File: config.mk
export PLATFORM = sky130hd
export DESIGN_NAME = control_multiciclo
export DESIGN_NICKNAME = d
export VERILOG_FILES = /design/src/rtl/riscv_ctrl_pkg.sv /design/src/rtl/mem_timeout_cnt.sv /design/src/rtl/control_multiciclo.sv
export SDC_FILE = /design/constraint.sdc
export NUM_CORES = 1
export LEC_CHECK = 0
export CORE_MARGIN = 10
export CORE_UTILIZATION = 29
export CTS_CLUSTER_SIZE = 14
export DETAILED_ROUTE_END_ITERATION = 6
export DONT_BUFFER_PORTS = 1
export PLACE_DENSITY = 0.46
export SETUP_SLACK_MARGIN = 0.2
export SLEW_MARGIN = 20
export SYNTH_ARGS = -nofsm -noshare
export SYNTH_HDL_FRONTEND = slang
export SYNTH_HIERARCHICAL = 1
export SYNTH_SLANG_ARGS = --single-unit
File: constraint.sdc
create_clock -name clk -period 1.8 [get_ports clk]
set_clock_uncertainty 0.1 [all_clocks]
set_input_delay 0.09 -clock clk [delete_from_list [all_inputs] [get_ports clk]]
set_output_delay 0.09 -clock clk [all_outputs]
set_load 0.005 [all_outputs]
File: src/rtl/riscv_ctrl_pkg.sv
// Shared definitions for the multicycle RV32I-subset control unit.
//  - state_t   : sequencer states (FETCH=0 .. FAULT=5), also exported on the debug port
//  - OP_*      : opcodes of the supported instruction subset
//  - ALU_*     : alu_op encodings driven to the datapath ALU control
//  - PC_*      : pc_src encodings for the PC input mux
//  - isLegalOp : true when an opcode belongs to the supported subset
package riscv_ctrl_pkg;

  typedef enum logic [2:0] {
    S_FETCH  = 3'd0,
    S_DECODE = 3'd1,
    S_EXEC   = 3'd2,
    S_MEM    = 3'd3,
    S_WB     = 3'd4,
    S_FAULT  = 3'd5
  } state_t;

  localparam logic [6:0] OP_LUI    = 7'b0110111;
  localparam logic [6:0] OP_JAL    = 7'b1101111;
  localparam logic [6:0] OP_BRANCH = 7'b1100011;
  localparam logic [6:0] OP_LOAD   = 7'b0000011;
  localparam logic [6:0] OP_STORE  = 7'b0100011;
  localparam logic [6:0] OP_OPIMM  = 7'b0010011;

  localparam logic [2:0] ALU_LUI_JAL = 3'b000;
  localparam logic [2:0] ALU_BRANCH  = 3'b001;
  localparam logic [2:0] ALU_LOAD    = 3'b010;
  localparam logic [2:0] ALU_STORE   = 3'b011;
  localparam logic [2:0] ALU_OPIMM   = 3'b100;

  localparam logic [1:0] PC_PLUS4  = 2'b00;
  localparam logic [1:0] PC_BRANCH = 2'b01;
  localparam logic [1:0] PC_JUMP   = 2'b10;

  // Legality is decided on the opcode alone; funct3 variants inside a
  // supported opcode are left to the datapath.
  function automatic logic isLegalOp(input logic [6:0] op);
    case (op)
      OP_LUI, OP_JAL, OP_BRANCH, OP_LOAD, OP_STORE, OP_OPIMM: isLegalOp = 1'b1;
      default:                                               isLegalOp = 1'b0;
    endcase
  endfunction

endpackage

File: src/rtl/mem_timeout_cnt.sv
// Memory handshake watchdog counter.
//  Counts cycles in which a memory request is outstanding without an ack and
//  flags expiry once the count reaches LIMIT. LIMIT = 0 disables the watchdog
//  (o_expired stays 0). The count saturates at LIMIT so it never wraps back
//  below the threshold while the sequencer is still reacting to expiry.
//  LIMIT must be smaller than 2**W.
// Ports:
//  i_clk     in  1  clock, rising edge
//  i_rst_n   in  1  asynchronous active-low reset, clears the count
//  i_clear   in  1  synchronous clear (state entry or ack); wins over i_enable
//  i_enable  in  1  count this cycle (request outstanding, no ack)
//  o_expired out 1  count has reached LIMIT
module mem_timeout_cnt #(
  parameter int LIMIT = 15,
  parameter int W     = 4
) (
  input  logic i_clk,
  input  logic i_rst_n,
  input  logic i_clear,
  input  logic i_enable,
  output logic o_expired
);

  localparam logic [W-1:0] LIMIT_W = W'(LIMIT);

  logic [W-1:0] r_count;
  logic         w_expired;

  assign w_expired = (LIMIT != 0) && (r_count == LIMIT_W);

  // Count outstanding-request cycles; hold once expired so the flag is stable
  // until the sequencer leaves the waiting state.
  always_ff @(posedge i_clk or negedge i_rst_n) begin
    if (!i_rst_n) begin
      r_count <= '0;
    end else if (i_clear) begin
      r_count <= '0;
    end else if (i_enable && !w_expired && (LIMIT != 0)) begin
      r_count <= r_count + 1'b1;
    end
  end

  assign o_expired = w_expired;

endmodule

File: src/rtl/control_multiciclo.sv
// Multicycle sequencer for the RV32I-subset datapath
// (lui, jal, bne/bge, lw, sw, addi/andi/slli).
//  Walks each instruction through FETCH/DECODE/EXEC/MEM/WB, drives the shared
//  instruction/data memory through a req/ack handshake and issues one-cycle
//  strobes for IR, PC and register file. Illegal opcodes and memory timeouts
//  park the sequencer in a sticky FAULT state that only reset leaves.
//  All outputs are decoded from the state register (plus opcode/comp); only
//  mem_ack acts combinationally (Mealy). Every output is forced low while
//  reset is asserted, without waiting for a clock edge.
// Configuration macro:
//  CTRL_PERF_EN  adds the cycles / instret performance counter ports.
// Parameters:
//  MEM_TIMEOUT   wait cycles tolerated before FAULT (0 disables), < 2**TMO_W
//  TMO_W         timeout counter width
// Ports:
//  clk           in   1  system clock, rising edge
//  reset         in   1  asynchronous active-low reset
//  opcode        in   7  IR[6:0], valid from DECODE onward
//  funct3        in   3  IR[14:12] (not needed for sequencing)
//  comp          in   1  ALU compare result for branches, valid in EXEC
//  mem_ack       in   1  memory finished the current request this cycle
//  mem_req       out  1  memory request
//  mem_we        out  1  memory write enable (store)
//  mem_sel_data  out  1  address mux: 0 = PC, 1 = ALU result
//  ir_write      out  1  load IR from memory read data
//  pc_write      out  1  update PC
//  pc_src        out  2  00 PC+4, 01 branch target, 10 jump target
//  reg_write     out  1  register file write strobe
//  alu_src       out  1  0 = RS2, 1 = immediate
//  mem_to_reg    out  1  0 = ALU result, 1 = load data
//  alu_op        out  3  ALU operation class
//  state         out  3  current state, debug
//  fault         out  1  sticky fault indication
//  cycles        out 32  (CTRL_PERF_EN) clocks spent outside FAULT
//  instret       out 32  (CTRL_PERF_EN) retired instructions (pc_write count)
module control_multiciclo
  import riscv_ctrl_pkg::*;
#(
  parameter int MEM_TIMEOUT = 15,
  parameter int TMO_W       = 4
) (
  input  logic        clk,
  input  logic        reset,
  input  logic [6:0]  opcode,
  input  logic [2:0]  funct3,
  input  logic        comp,
  input  logic        mem_ack,
  output logic        mem_req,
  output logic        mem_we,
  output logic        mem_sel_data,
  output logic        ir_write,
  output logic        pc_write,
  output logic [1:0]  pc_src,
  output logic        reg_write,
  output logic        alu_src,
  output logic        mem_to_reg,
  output logic [2:0]  alu_op,
  output logic [2:0]  state,
  output logic        fault
`ifdef CTRL_PERF_EN
  ,
  output logic [31:0] cycles,
  output logic [31:0] instret
`endif
);

  state_t r_state;
  state_t w_next;

  logic       w_req;
  logic       w_we;
  logic       w_sel;
  logic       w_irWrite;
  logic       w_pcWrite;
  logic [1:0] w_pcSrc;
  logic       w_regWrite;
  logic       w_aluSrc;
  logic       w_memToReg;
  logic [2:0] w_aluOp;
  logic       w_fault;

  logic [2:0] w_opAluOp;
  logic       w_opAluSrc;

  logic       w_tmoExpired;
  logic       w_tmoClear;
  logic       w_tmoEnable;

  logic       w_unusedFunct3;

  assign w_unusedFunct3 = ^funct3;

  // Per-opcode ALU control, shared by EXEC, MEM and WB so the ALU result
  // (address or writeback value) stays stable for the whole instruction.
  always_comb begin
    w_opAluOp  = ALU_LUI_JAL;
    w_opAluSrc = 1'b0;
    case (opcode)
      OP_LUI:    begin w_opAluOp = ALU_LUI_JAL; w_opAluSrc = 1'b1; end
      OP_JAL:    begin w_opAluOp = ALU_LUI_JAL; w_opAluSrc = 1'b0; end
      OP_BRANCH: begin w_opAluOp = ALU_BRANCH;  w_opAluSrc = 1'b0; end
      OP_LOAD:   begin w_opAluOp = ALU_LOAD;    w_opAluSrc = 1'b1; end
      OP_STORE:  begin w_opAluOp = ALU_STORE;   w_opAluSrc = 1'b1; end
      OP_OPIMM:  begin w_opAluOp = ALU_OPIMM;   w_opAluSrc = 1'b1; end
      default:   ;
    endcase
  end

  // State register.
  always_ff @(posedge clk or negedge reset) begin
    if (!reset) begin
      r_state <= S_FETCH;
    end else begin
      r_state <= w_next;
    end
  end

  // Next-state and output decode. A watchdog expiry is checked before
  // mem_ack so a late ack in the expiry cycle cannot complete the access.
  always_comb begin
    w_next     = r_state;
    w_req      = 1'b0;
    w_we       = 1'b0;
    w_sel      = 1'b0;
    w_irWrite  = 1'b0;
    w_pcWrite  = 1'b0;
    w_pcSrc    = PC_PLUS4;
    w_regWrite = 1'b0;
    w_aluSrc   = 1'b0;
    w_memToReg = 1'b0;
    w_aluOp    = ALU_LUI_JAL;
    w_fault    = 1'b0;

    case (r_state)
      S_FETCH: begin
        w_req = 1'b1;
        if (w_tmoExpired) begin
          w_next = S_FAULT;
        end else if (mem_ack) begin
          w_irWrite = 1'b1;
          w_next    = S_DECODE;
        end
      end

      S_DECODE: begin
        w_next = isLegalOp(opcode) ? S_EXEC : S_FAULT;
      end

      S_EXEC: begin
        w_aluOp  = w_opAluOp;
        w_aluSrc = w_opAluSrc;
        case (opcode)
          OP_BRANCH: begin
            w_pcWrite = 1'b1;
            w_pcSrc   = comp ? PC_BRANCH : PC_PLUS4;
            w_next    = S_FETCH;
          end
          OP_JAL: begin
            w_pcWrite = 1'b1;
            w_pcSrc   = PC_JUMP;
            w_next    = S_FETCH;
          end
          OP_LOAD, OP_STORE: w_next = S_MEM;
          OP_LUI, OP_OPIMM:  w_next = S_WB;
          default:           w_next = S_FAULT;
        endcase
      end

      S_MEM: begin
        w_req    = 1'b1;
        w_sel    = 1'b1;
        w_we     = (opcode == OP_STORE);
        w_aluOp  = w_opAluOp;
        w_aluSrc = w_opAluSrc;
        if (w_tmoExpired) begin
          w_next = S_FAULT;
        end else if (mem_ack) begin
          if (opcode == OP_STORE) begin
            w_pcWrite = 1'b1;
            w_pcSrc   = PC_PLUS4;
            w_next    = S_FETCH;
          end else begin
            w_next = S_WB;
          end
        end
      end

      S_WB: begin
        w_regWrite = 1'b1;
        w_memToReg = (opcode == OP_LOAD);
        w_pcWrite  = 1'b1;
        w_pcSrc    = PC_PLUS4;
        w_aluOp    = w_opAluOp;
        w_aluSrc   = w_opAluSrc;
        w_next     = S_FETCH;
      end

      S_FAULT: begin
        w_fault = 1'b1;
      end

      default: begin
        w_next = S_FAULT;
      end
    endcase
  end

  // The watchdog restarts on every state change and on every accepted ack,
  // and only runs while a request is outstanding.
  assign w_tmoClear  = (w_next != r_state) || (w_req && mem_ack);
  assign w_tmoEnable = w_req && !mem_ack;

  mem_timeout_cnt #(
    .LIMIT (MEM_TIMEOUT),
    .W     (TMO_W)
  ) u_tmo (
    .i_clk     (clk),
    .i_rst_n   (reset),
    .i_clear   (w_tmoClear),
    .i_enable  (w_tmoEnable),
    .o_expired (w_tmoExpired)
  );

  // Reset gates every output combinationally so an in-flight memory access
  // is dropped the moment reset asserts.
  assign mem_req      = w_req      & reset;
  assign mem_we       = w_we       & reset;
  assign mem_sel_data = w_sel      & reset;
  assign ir_write     = w_irWrite  & reset;
  assign pc_write     = w_pcWrite  & reset;
  assign pc_src       = w_pcSrc    & {2{reset}};
  assign reg_write    = w_regWrite & reset;
  assign alu_src      = w_aluSrc   & reset;
  assign mem_to_reg   = w_memToReg & reset;
  assign alu_op       = w_aluOp    & {3{reset}};
  assign fault        = w_fault    & reset;
  assign state        = r_state;

`ifdef CTRL_PERF_EN
  logic [31:0] r_cycles;
  logic [31:0] r_instret;

  // Performance counters: both wrap naturally at 2**32.
  always_ff @(posedge clk or negedge reset) begin
    if (!reset) begin
      r_cycles  <= '0;
      r_instret <= '0;
    end else begin
      if (r_state != S_FAULT) begin
        r_cycles <= r_cycles + 32'd1;
      end
      if (pc_write) begin
        r_instret <= r_instret + 32'd1;
      end
    end
  end

  assign cycles  = r_cycles;
  assign instret = r_instret;
`endif

endmodule

# == Yosys cells after proc, flatten, opt, wreduce, memory -nomap -nowiden ==
# Cells that the tools add are included.
# op_classes
n_addsub,1
multipliers,0
div_mod_pow,0
magnitude_cmp,0
n_eq_ne,13
shift,0
n_mux,33
n_bitwise,11
n_reduce_logical,15
# ops
op,n
3-bit 2-to-1 mux,7
1-bit 2-to-1 mux,18
3-bit case mux with 6 select lines,1
"7-bit by 6-bit == test with 1-bit output, second input constant",2
"7-bit == test, second input constant",2
3-bit case mux with 4 select lines,1
1-bit bitwise AND,9
3-bit case mux with 3 select lines,1
4-bit 2-to-1 mux,2
2-bit OR reduction,4
"7-bit by 2-bit == test with 1-bit output, second input constant",1
"7-bit by 5-bit == test with 1-bit output, second input constant",1
"3-bit by 2-bit == test with 1-bit output, second input constant",2
"3-bit == test, second input constant",2
6-bit OR reduction,1
"4-bit by 1-bit adder with 4-bit output, second input constant",1
"4-bit == test, second input constant",1
2-bit case mux with 2 select lines,1
4-bit OR reduction,1
3-bit bitwise AND,1
"3-bit by 1-bit == test with 1-bit output, second input constant",1
1-bit logical AND,3
3-bit zero test,1
3-bit inequality test,1
other kinds (7),8
# totals
regBits,7
latch_bits,0
ramBits,0
mem_bits_ro,0
in_bits,14
out_inout_bits,17
word_cells,75
memories,0

# == Depth between registers and ports, before layout ==
# Gate-level depths: netlist (run 1).
# logic_depth
word_depth,9
depth_mapped,9
depth_no_buf,9

# == Hierarchy ==
# Netlist (run 1), hierarchy kept.
# modules_own_cells
module,n_inst,cells_per_inst,area_each_um2,seq_area_each_um2
control_multiciclo,1,91,615.6,75.1
mem_timeout_cnt,1,20,229.0,100.1

# == Worst setup path after synthesis (run 1) ==
# Ideal clock, no wire load.
# synth_path
kind,register to register
start,reg r_state[2] (netlist: state[2])
end,reg u_tmo.r_count[0]
setup_ns,0.125
t_arrival_ns,1.749
required_ns,1.575
slack_ns,-0.174
path_stages_with_launch,7
path_buffers,0
period_less_slack_ns,1.974
cell_sequence,dfrtp_1 > or3_1 > o311a_1 > a221o_1 > nand4_1 > nor2b_1 > mux2_4
# synth_between
elab_chain_len,6
elab_cells_between_ends,20
classes_between,eq/ne (6); mux (7); reduce/logical (7)
# synth_lines
element,line,rtl
from (decl),control_multiciclo.sv:67,state_t r_state;
from (signal assigned),control_multiciclo.sv:114,r_state <= w_next;
3-bit 2-to-1 mux (tied with other cells),control_multiciclo.sv:177,end else if (mem_ack) begin
3-bit 2-to-1 mux (tied with other cells),control_multiciclo.sv:175,if (w_tmoExpired) begin
3-bit case mux with 6 select lines or 1-bit 2-to-1 mux (tied branches),control_multiciclo.sv:134,case (r_state)
3-bit inequality test or 1-bit logical AND (tied branches),control_multiciclo.sv:210,assign w_tmoClear = (w_next != r_state) || (w_req && mem_ack);
1-bit logical OR *,control_multiciclo.sv:210,
named net w_tmoClear,control_multiciclo.sv:86,logic w_tmoClear;
4-bit 2-to-1 mux or 2-bit nonzero test (tied branches),--,
to (signal assigned),mem_timeout_cnt.sv:39,r_count <= r_count + 1'b1;
to (decl),mem_timeout_cnt.sv:26,logic [W-1:0] r_count;
# The timed path passes the listed nets; every way through them passes the cells marked *.
# A chain may end at the register's enable or synchronous reset.

# == Worst setup path in the final report (run 1) ==
# layout_path
start,reg r_state[1] (netlist: state[1])
end,reg u_tmo.r_count[0]
# Same word-level chain as after synthesis.

==> results.json, run 1 <==
{
  "final_util_pct": 53.2,
  "worstRegToRegCells": 6,
  "fin_area_mm2": 0.00148,
  "area_growth_pct": 75.1,
  "cp-start-kind": "flop",
  "crit_fanout": 5,
  "power_uw": 361,
  "nets": 170,
  "crit_chain": "or3_1 > o311a_1 > a221o_1 > nand4_1 > nor2b_1 > mux2_4",
  "hold_viol_final": 0,
  "violations": "negative setup slack",
  "setup_violations": 6,
  "dieArea_mm2": 0.00547,
  "vias_per_cell": 5.58,
  "pin_count": 31,
  "max_freq_mhz": 494,
  "slew_headroom_pct": 74.4,
  "netlist_area_um2": 845,
  "period_share_pct": 112,
  "dpl.hpwl_um": 2250,
  "ys.warnings.count": 6,
  "period_needed_ps": 2020,
  "register_area_um2": 178,
  "cp-end-kind": "flop",
  "crit_start": "state[1]$_DFF_PN0_",
  "hold_slack_ps": 37.0,
  "root_buffer": "clkbuf_4",
  "slowest_delay_ps": 430,
  "die_w_um": 74.0,
  "numCtsBuffers": 3,
  "cts_tree": "built",
  "multi_input_area_um2": 866,
  "final_common_cell": "buf_4",
  "final_cell_mix": "36 x buf_4, 9 x nand2_1, 8 x buf_6",
  "synth-main-ff-cell": "dfrtp_1",
  "placed_cell_area_mm2": 0.00105,
  "ir_drop_uv": 256,
  "drive_gt1_share_pct": 56.5,
  "nFillCells": 245,
  "use_met3_pct": 3.72,
  "place_congestion": 0.798,
  "grt_setup_unrepaired": "true",
  "finalWorstSetupSlack_ps": -223,
  "avgSynthCellArea_um2": 7.61,
  "routed_wl_um": 3130,
  "crit_slowest_cell": "dfrtp_2",
  "antenna_found_initial": 0,
  "outcome": "complete, but fails checks",
  "avgRoutedWirePerCell_um": 16.9,
  "min_path_type": "primary input to flop",
  "worstSetupPathType": "flop to flop",
  "rr_startpoint": "state[1]$_DFF_PN0_",
  "drcViolationCount": 0,
  "vias": 1032,
  "die-height_um": 74.0,
  "slew_violations": 0,
  "cp.arrival_ps": 2070,
  "crit_family": "compound AO/OA/AOI/OAI gates",
  "busiest_layer": "met2",
  "use_met1_pct": 12.6,
  "dr.pass1.iters": 4,
  "use_met2_pct": 18.8,
  "tightest_slew_ps": 381,
  "grt_pass1_wl_um": 4890,
  "worst-path-stages": 6,
  "grt_pass1_vias": 1005,
  "cts_buffer_depth": 2,
  "async_reset_ff_share_pct": 100,
  "drt_iter0_drc": 28,
  "core_area_mm2": 0.00278,
  "cp.required_ps": 1840,
  "endpoint": "u_tmo/r_count[0]$_DFFE_PN0P_",
  "synth_fp_nets": 126,
  "gr-total-overflow": 0,
  "start_util_pct": 30.4,
  "yosysUniqueCellTypes": 43,
  "netlist_instances": 111,
  "timing.rr.end": "u_tmo/r_count[0]$_DFFE_PN0P_",
  "p_per_area_mw_per_mm2": 244,
  "leakagePower_uw": 0.000607,
  "ant_nets": 0,
  "htreeDepth": 1,
  "r2r_slack_ps": -220,
  "synth_edf_count": 0,
  "ys_ff_latch": 7,
  "cap_viol_max_count": 0,
  "rows": 19,
  "grt_use_total_pct": 11.0,
  "io_buffers": 0,
  "insertion_delay_ps": 260,
  "clkSlewWorstSetupHoldPaths_ps": 60,
  "clock_sinks": 7,
  "path_buf_inv": 0,
  "place_ws_ps": -246,
  "antennaDiodeCount": 0,
  "grt_max_degree": 10,
  "ys_seq_area_share_pct": 20.7
}
[synthesized netlist by cell type (2+ instances only)]
library cell | instances | area (um2)
or3_1 | 3 | 18.8
xnor2_1 | 3 | 26.3
nor2b_1 | 5 | 31.3
and2_1 | 2 | 12.5
a21oi_1 | 6 | 30.0
nand3_1 | 3 | 15.0
o21ai_0 | 3 | 15.0
clkbuf_1 | 4 | 15.0
nor2_1 | 11 | 41.3
and3_1 | 5 | 31.3
nand3b_1 | 3 | 22.5
nor4_1 | 3 | 18.8
o21ai_1 | 2 | 10.0
dfrtp_1 | 7 | 175
nand2b_1 | 6 | 37.5
nand4_1 | 3 | 18.8
nor3_1 | 8 | 40.0
nand2_1 | 9 | 33.8
[registers in the layout, indices dropped and copies added (netlist names)]
name and count:
u_tmo/r_count 4, state 3
[cell families after synthesis]
group | Yosys count | share of synthesized area (%)
buffers and inverters | 6 | 4.00
AND/OR/NAND/NOR | 73 | 53.6
flip-flops | 7 | 20.7
XOR/XNOR | 4 | 4.15
AO/OA/AOI/OAI | 18 | 13.0
multiplexers | 2 | 2.96
adder cells (fa/ha/maj) | 1 | 1.48
[final cells by class]
cell class              instances  area share (%)
multi-input cells              98            58.5
repair buffers                 45            25.0
flip-flops and latches          7            12.0
well taps                      31            2.62
clock buffers                   4            1.78
[worst min path at each step]
stage | startpoint | endpoint | depth (start not counted)
3_3_place_gp | reset | u_tmo/r_count[2]$_DFFE_PN0P_ | 0
6_report | mem_ack | u_tmo/r_count[1]$_DFFE_PN0P_ | 3
2_1_floorplan | reset | state[0]$_DFF_PN0_ | 0
4_1_cts | mem_ack | u_tmo/r_count[1]$_DFFE_PN0P_ | 3
3_5_place_dp | reset | u_tmo/r_count[3]$_DFFE_PN0P_ | 0
5_1_grt | mem_ack | u_tmo/r_count[1]$_DFFE_PN0P_ | 3
[power breakdown]
part | total [uW] | leakage [uW] | switching, uW | internal, uW
Sequential | 158 | 0.0000854 | 0.349 | 158
Clock | 148 | 0.0000150 | 62.6 | 84.9
Combinational | 55.0 | 0.000506 | 26.4 | 28.5
[worst min-delay path, cell delays in order]
cell and delay [ps]:
nor3_4 20, nor2b_4 120, mux2i_1 110
[metal layers]
metal  wire length [um]  vias to the layer above
met4                 43                        0
met2               1570                       30
met1               1250                      497
met5                  0                        -
met3                269                        6
li1                   -                      499
[repair_timing]
action                                 4_1_cts  5_1_grt
setup endpoints to repair                   18       21
endpoints found under the hold margin        7        0
pin swaps                                    8       14
resized for setup                           41       21
setup buffers                                8        9
hold buffers                                 1        0
[stage by stage]
stage               cells  setup TNS, ps
global route          185          -1420
finish                185           -842
CTS                   176           -611
detailed placement    163           -802
floorplan             111           -224
global placement      163           -744
(Power assumes the default switching activity.)
==> run 2: changes to the inputs <==
--- a/config.mk
+++ b/config.mk
@@ -5,6 +5,7 @@
 export SDC_FILE = /design/constraint.sdc
 export NUM_CORES = 1
 export LEC_CHECK = 0
+export CORE_ASPECT_RATIO = 0.6
 export CORE_MARGIN = 10
 export CORE_UTILIZATION = 29
 export CTS_CLUSTER_SIZE = 14
==> results.json, run 2 (synthesis gave the netlist of run 1 again) <==
{
  "outcome": "complete, but fails checks",
  "violations": "negative setup slack",
  "period_needed_ps": 2000,
  "pin_count": 31,
  "grt_setup_unrepaired": "true",
  "r2r_slack_ps": -200,
  "max_freq_mhz": 500,
  "setup_violations": 6,
  "area_growth_pct": 67.0,
  "final_util_pct": 49.8,
  "dieArea_mm2": 0.00554,
  "numCtsBuffers": 3,
  "cp.arrival_ps": 2050,
  "cts_tree": "built",
  "rr_startpoint": "u_tmo/r_count[1]$_DFFE_PN0P_",
  "antenna_found_initial": 0,
  "dp.cells": 176,
  "largest_reg_flops": 4,
  "grt_use_total_pct": 11.8,
  "crit_fanout": 4,
  "root_buffer": "clkbuf_8",
  "tightest_slew_ps": 377,
  "register_area_um2": 175,
  "rows": 15,
  "drive_gt1_share_pct": 53.0,
  "clkSlewWorstSetupHoldPaths_ps": 40,
  "worstRegToRegCells": 8,
  "htreeDepth": 1,
  "avgRoutedWirePerCell_um": 17.0,
  "gr-total-overflow": 0,
  "routed_wl_um": 3240,
  "clock_sinks": 7,
  "vias": 978,
  "cap_viol_max_count": 0,
  "final_cell_mix": "32 x buf_4, 9 x nand2_1, 7 x buf_6, 7 x dfrtp_1",
  "antennaDiodeCount": 0,
  "die_w_um": 89.7,
  "place_ws_ps": -226,
  "ir_drop_uv": 174,
  "hold_viol_final": 0,
  "insertion_delay_ps": 230,
  "slew_headroom_pct": 74.7,
  "cp-end-kind": "flop",
  "start_util_pct": 29.8,
  "nFillCells": 260,
  "p_per_area_mw_per_mm2": 314,
  "slew_violations": 0,
  "drcViolationCount": 0,
  "cts_buffer_depth": 2,
  "cp-start-kind": "flop",
  "grt_pass1_wl_um": 5020,
  "final_common_cell": "buf_4",
  "setup_tns_ps": -665,
  "io_buffers": 0,
  "grt_max_degree": 12,
  "period_share_pct": 111,
  "multi_input_area_um2": 808,
  "fin_area_mm2": 0.00141,
  "timing.rr.end": "u_tmo/r_count[1]$_DFFE_PN0P_",
  "grt_pass1_vias": 934,
  "ant_nets": 0,
  "vias_per_cell": 5.12,
  "core_area_mm2": 0.00283,
  "finalWorstSetupSlack_ps": -200,
  "dpl.hpwl_um": 2210,
  "worstSetupPathType": "flop to flop",
  "drt_iter0_drc": 63,
  "die-height_um": 61.8,
  "min_path_type": "primary input to asynchronous set/reset pin",
  "place_congestion": 0.831,
  "leakagePower_uw": 0.000552,
  "dr.pass1.iters": 4,
  "placed_cell_area_mm2": 0.00108,
  "top_register": "u_tmo/r_count",
  "nets": 165,
  "cp.required_ps": 1850,
  "instances_no_fill": 191
}
## run 2: layer usage
layer / wire length [um] / up-vias / track usage [%]
met5: 0 / - / 0
met4: 0 / 0 / 2.25
met3: 203 / 0 / 4.04
met2: 1480 / 21 / 18.1
met1: 1560 / 470 / 15.7
li1: - / 487 / -
## run 2: critical path, stage by stage, from the launching register on
cell	delay, ps
dfrtp_1	390
ha_2	180
and3_4	160
buf_6	120
a211oi_4	280
nand4_1	220
buf_4	210
nand2b_4	130
mux2i_1	130
## run 2: metrics by stage
| stage | total power, uW | hold WS [ps] |
|---|---|---|
| 2_1_floorplan | 200 | -306 |
| 3_3_place_gp | 209 | -305 |
| 3_5_place_dp | 209 | -305 |
| 4_1_cts | 443 | 89.0 |
| 5_1_grt | 473 | 96.2 |
| 6_report | 443 | 95.5 |
## run 2: report_power, final
part / internal [uW] / switching [uW] / leakage, uW
clock: 153 / 70.3 / 0.0000228
combinational: 31.8 / 28.2 / 0.000442
sequential: 159 / 0.285 / 0.0000873
total: 344 / 98.8 / 0.000552
## run 2: how the worst max path moves through the flow
stage                            startpoint                           end  cells after the start
2_1_floorplan            state[1]$_DFF_PN0_  u_tmo/r_count[0]$_DFFE_PN0P_                      6
3_3_place_gp   u_tmo/r_count[1]$_DFFE_PN0P_  u_tmo/r_count[1]$_DFFE_PN0P_                      7
3_5_place_dp             state[1]$_DFF_PN0_  u_tmo/r_count[0]$_DFFE_PN0P_                      6
4_1_cts                  state[2]$_DFF_PN0_  u_tmo/r_count[0]$_DFFE_PN0P_                      6
5_1_grt        u_tmo/r_count[1]$_DFFE_PN0P_  u_tmo/r_count[1]$_DFFE_PN0P_                     10
6_report       u_tmo/r_count[1]$_DFFE_PN0P_  u_tmo/r_count[1]$_DFFE_PN0P_                      8
## run 2: timing repair
action | 4_1_cts | 5_1_grt
pin swaps | 9 | 9
endpoints found under the setup margin | 16 | 17
gates resized for setup | 37 | 9
hold buffers | 1 | 0
hold endpoints to repair | 7 | 0
buffers inserted | 9 | 1
## run 2: layout make-up
class                   instances  area share (%)
clock buffers                   4            3.19
repair buffers                 40            23.3
well taps                      42            3.73
multi-input cells              98            57.3
flip-flops and latches          7            12.4
==> run 3: changes to the inputs <==
--- a/config.mk
+++ b/config.mk
@@ -11,7 +11,7 @@
 export CTS_CLUSTER_SIZE = 14
 export DETAILED_ROUTE_END_ITERATION = 6
 export DONT_BUFFER_PORTS = 1
-export PLACE_DENSITY = 0.46
+export PLACE_DENSITY = 0.45
 export SETUP_SLACK_MARGIN = 0.2
 export SLEW_MARGIN = 20
 export SYNTH_ARGS = -nofsm -noshare
==> constraint.sdc (replaced) <==
create_clock -name clk -period 2.4 [get_ports clk]
set_clock_uncertainty 0.1 [all_clocks]
set_input_delay 0.12 -clock clk [delete_from_list [all_inputs] [get_ports clk]]
set_output_delay 0.12 -clock clk [all_outputs]
set_load 0.005 [all_outputs]
==> results.json, run 3 (synthesis gave the netlist of run 1 again) <==
{
  "outcome": "complete, no violations",
  "vias": 851,
  "switching_power_uw": 66.9,
  "p_clk_share_pct": 52.1,
  "crit_fanout": 6,
  "vias_per_cell": 5.46,
  "leakagePower_uw": 0.000349,
  "ir_drop_uv": 196,
  "cp.arrival_ps": 2130,
  "dieArea_mm2": 0.00554,
  "slew_violations": 0,
  "pin_count": 31,
  "seqPwrFrac_pct": 37.7,
  "slew_headroom_pct": 68.5,
  "die_w_um": 89.7,
  "htreeDepth": 1,
  "io_buffers": 0,
  "grt_max_degree": 14,
  "clkSlewWorstSetupHoldPaths_ps": 40,
  "grt_pass1_vias": 798,
  "clock_sinks": 7,
  "netSwitchingFraction_pct": 21.2,
  "post_cts_buffers": 0,
  "top_register": "u_tmo/r_count",
  "period_share_pct": 88.6,
  "numCtsBuffers": 3,
  "tightest_slew_ps": 469,
  "setup_tns_ps": 0,
  "grt_use_total_pct": 10.4,
  "ant_nets": 0,
  "min_from": "mem_ack",
  "cp-start-kind": "flop",
  "root_buffer": "clkbuf_8",
  "p_comb_share_pct": 10.2,
  "start_util_pct": 29.8,
  "cap_viol_max_count": 0,
  "antenna_found_initial": 0,
  "worstRegToRegCells": 6,
  "p_per_area_mw_per_mm2": 322,
  "max_freq_mhz": 470,
  "hold_depth": 3,
  "grt_setup_unrepaired": "true",
  "gr-total-overflow": 0,
  "cp.required_ps": 2410,
  "internal_power_uw": 249,
  "timing.rr.end": "u_tmo/r_count[0]$_DFFE_PN0P_",
  "routed_wl_um": 2640,
  "min_path_type": "primary input to flop",
  "final_util_pct": 34.7,
  "final_cell_mix": "10 x nor2_1, 9 x nand2_1, 8 x nor3_1",
  "rr_startpoint": "state[1]$_DFF_PN0_",
  "grt_pass1_wl_um": 4370,
  "period_needed_ps": 2130,
  "place_congestion": 0.805,
  "area_growth_pct": 16.3,
  "nets": 130,
  "hold_viol_final": 0,
  "dr.pass1.iters": 4,
  "dpl.hpwl_um": 2120,
  "min_to": "u_tmo/r_count[2]$_DFFE_PN0P_",
  "setup_violations": 0,
  "antennaDiodeCount": 0,
  "r2r_slack_ps": 270,
  "largest_reg_flops": 4,
  "insertion_delay_ps": 230,
  "drive_gt1_share_pct": 20.2,
  "drcViolationCount": 0,
  "die-height_um": 61.8,
  "cts_buffer_depth": 2,
  "core_area_mm2": 0.00283,
  "cp-end-kind": "flop",
  "rows": 15,
  "final_common_cell": "nor2_1",
  "avgRoutedWirePerCell_um": 16.9,
  "crit_start": "state[1]$_DFF_PN0_",
  "worstSetupPathType": "flop to flop",
  "cts_tree": "built",
  "drt_iter0_drc": 94
}
[run 3: changes by cell type in the layout (fill, tap and decap cells not counted), moves of 3 or more]
cell,delta
nor2_2,-5
buf_6,-7
nor3_2,-4
and3_1,+3
o21ai_0,+3
buf_4,-28
nor3_1,+5
and3_4,-3
nor2_1,+5
[run 3: power by group through the flow]
stage	registers, uW	clock network (uW)	logic, uW
floorplan	121	0	29.4
global route	119	181	36.2
finish	119	165	32.1
CTS	119	171	30.9
detailed placement	121	0	27.0
global placement	121	0	26.4
[run 3: what timing repair did]
action,CTS,global route
hold buffers,1,0
endpoints found under the hold margin,7,0
setup endpoints to repair,0,5
gates resized for setup,0,9
[run 3: metal layers]
metal  wire, um  GRT usage (%)  vias to the layer above  share of wire (%)
met5          0              0                        -                  0
met1       1300           14.4                      406                 49
met2       1030           14.1                       31                 39
li1           -              -                      412                  -
met4          6           2.03                        0               0.23
met3        291           4.82                        2                 11
[run 3: area by class of cell]
cell class	count	area, um2
timing repair buffer	5	40.0
fill	298	1850
sequential	7	178
multi-input combinational	98	667
clock buffer	4	45.0
tap	42	52.6
[run 3: how the worst max path moves through the flow]
stage,cells past startpoint,to
finish,6,u_tmo/r_count[0]$_DFFE_PN0P_
global route,6,u_tmo/r_count[0]$_DFFE_PN0P_
CTS,9,u_tmo/r_count[1]$_DFFE_PN0P_
detailed placement,7,u_tmo/r_count[0]$_DFFE_PN0P_
global placement,7,u_tmo/r_count[0]$_DFFE_PN0P_
floorplan,8,u_tmo/r_count[0]$_DFFE_PN0P_
[run 3: stage by stage]
step | total power [uW] | setup WS [ps] | instance area [um2] | std cells | hold slack (ps)
floorplan | 150 | 401 | 845 | 111 | -276
global placement | 147 | 256 | 893 | 151 | -275
detailed placement | 148 | 235 | 893 | 151 | -275
CTS | 322 | 228 | 948 | 156 | 75.9
global route | 336 | 193 | 982 | 156 | 103
finish | 316 | 274 | 982 | 156 | 88.5
[run 3: worst max-delay path: stages (launching register included)]
cell and delay, ps:
dfrtp_2 430, or3_1 350, o311a_1 290, a221o_1 270
nand4_1 230, nor2b_1 80, mux2_4 260
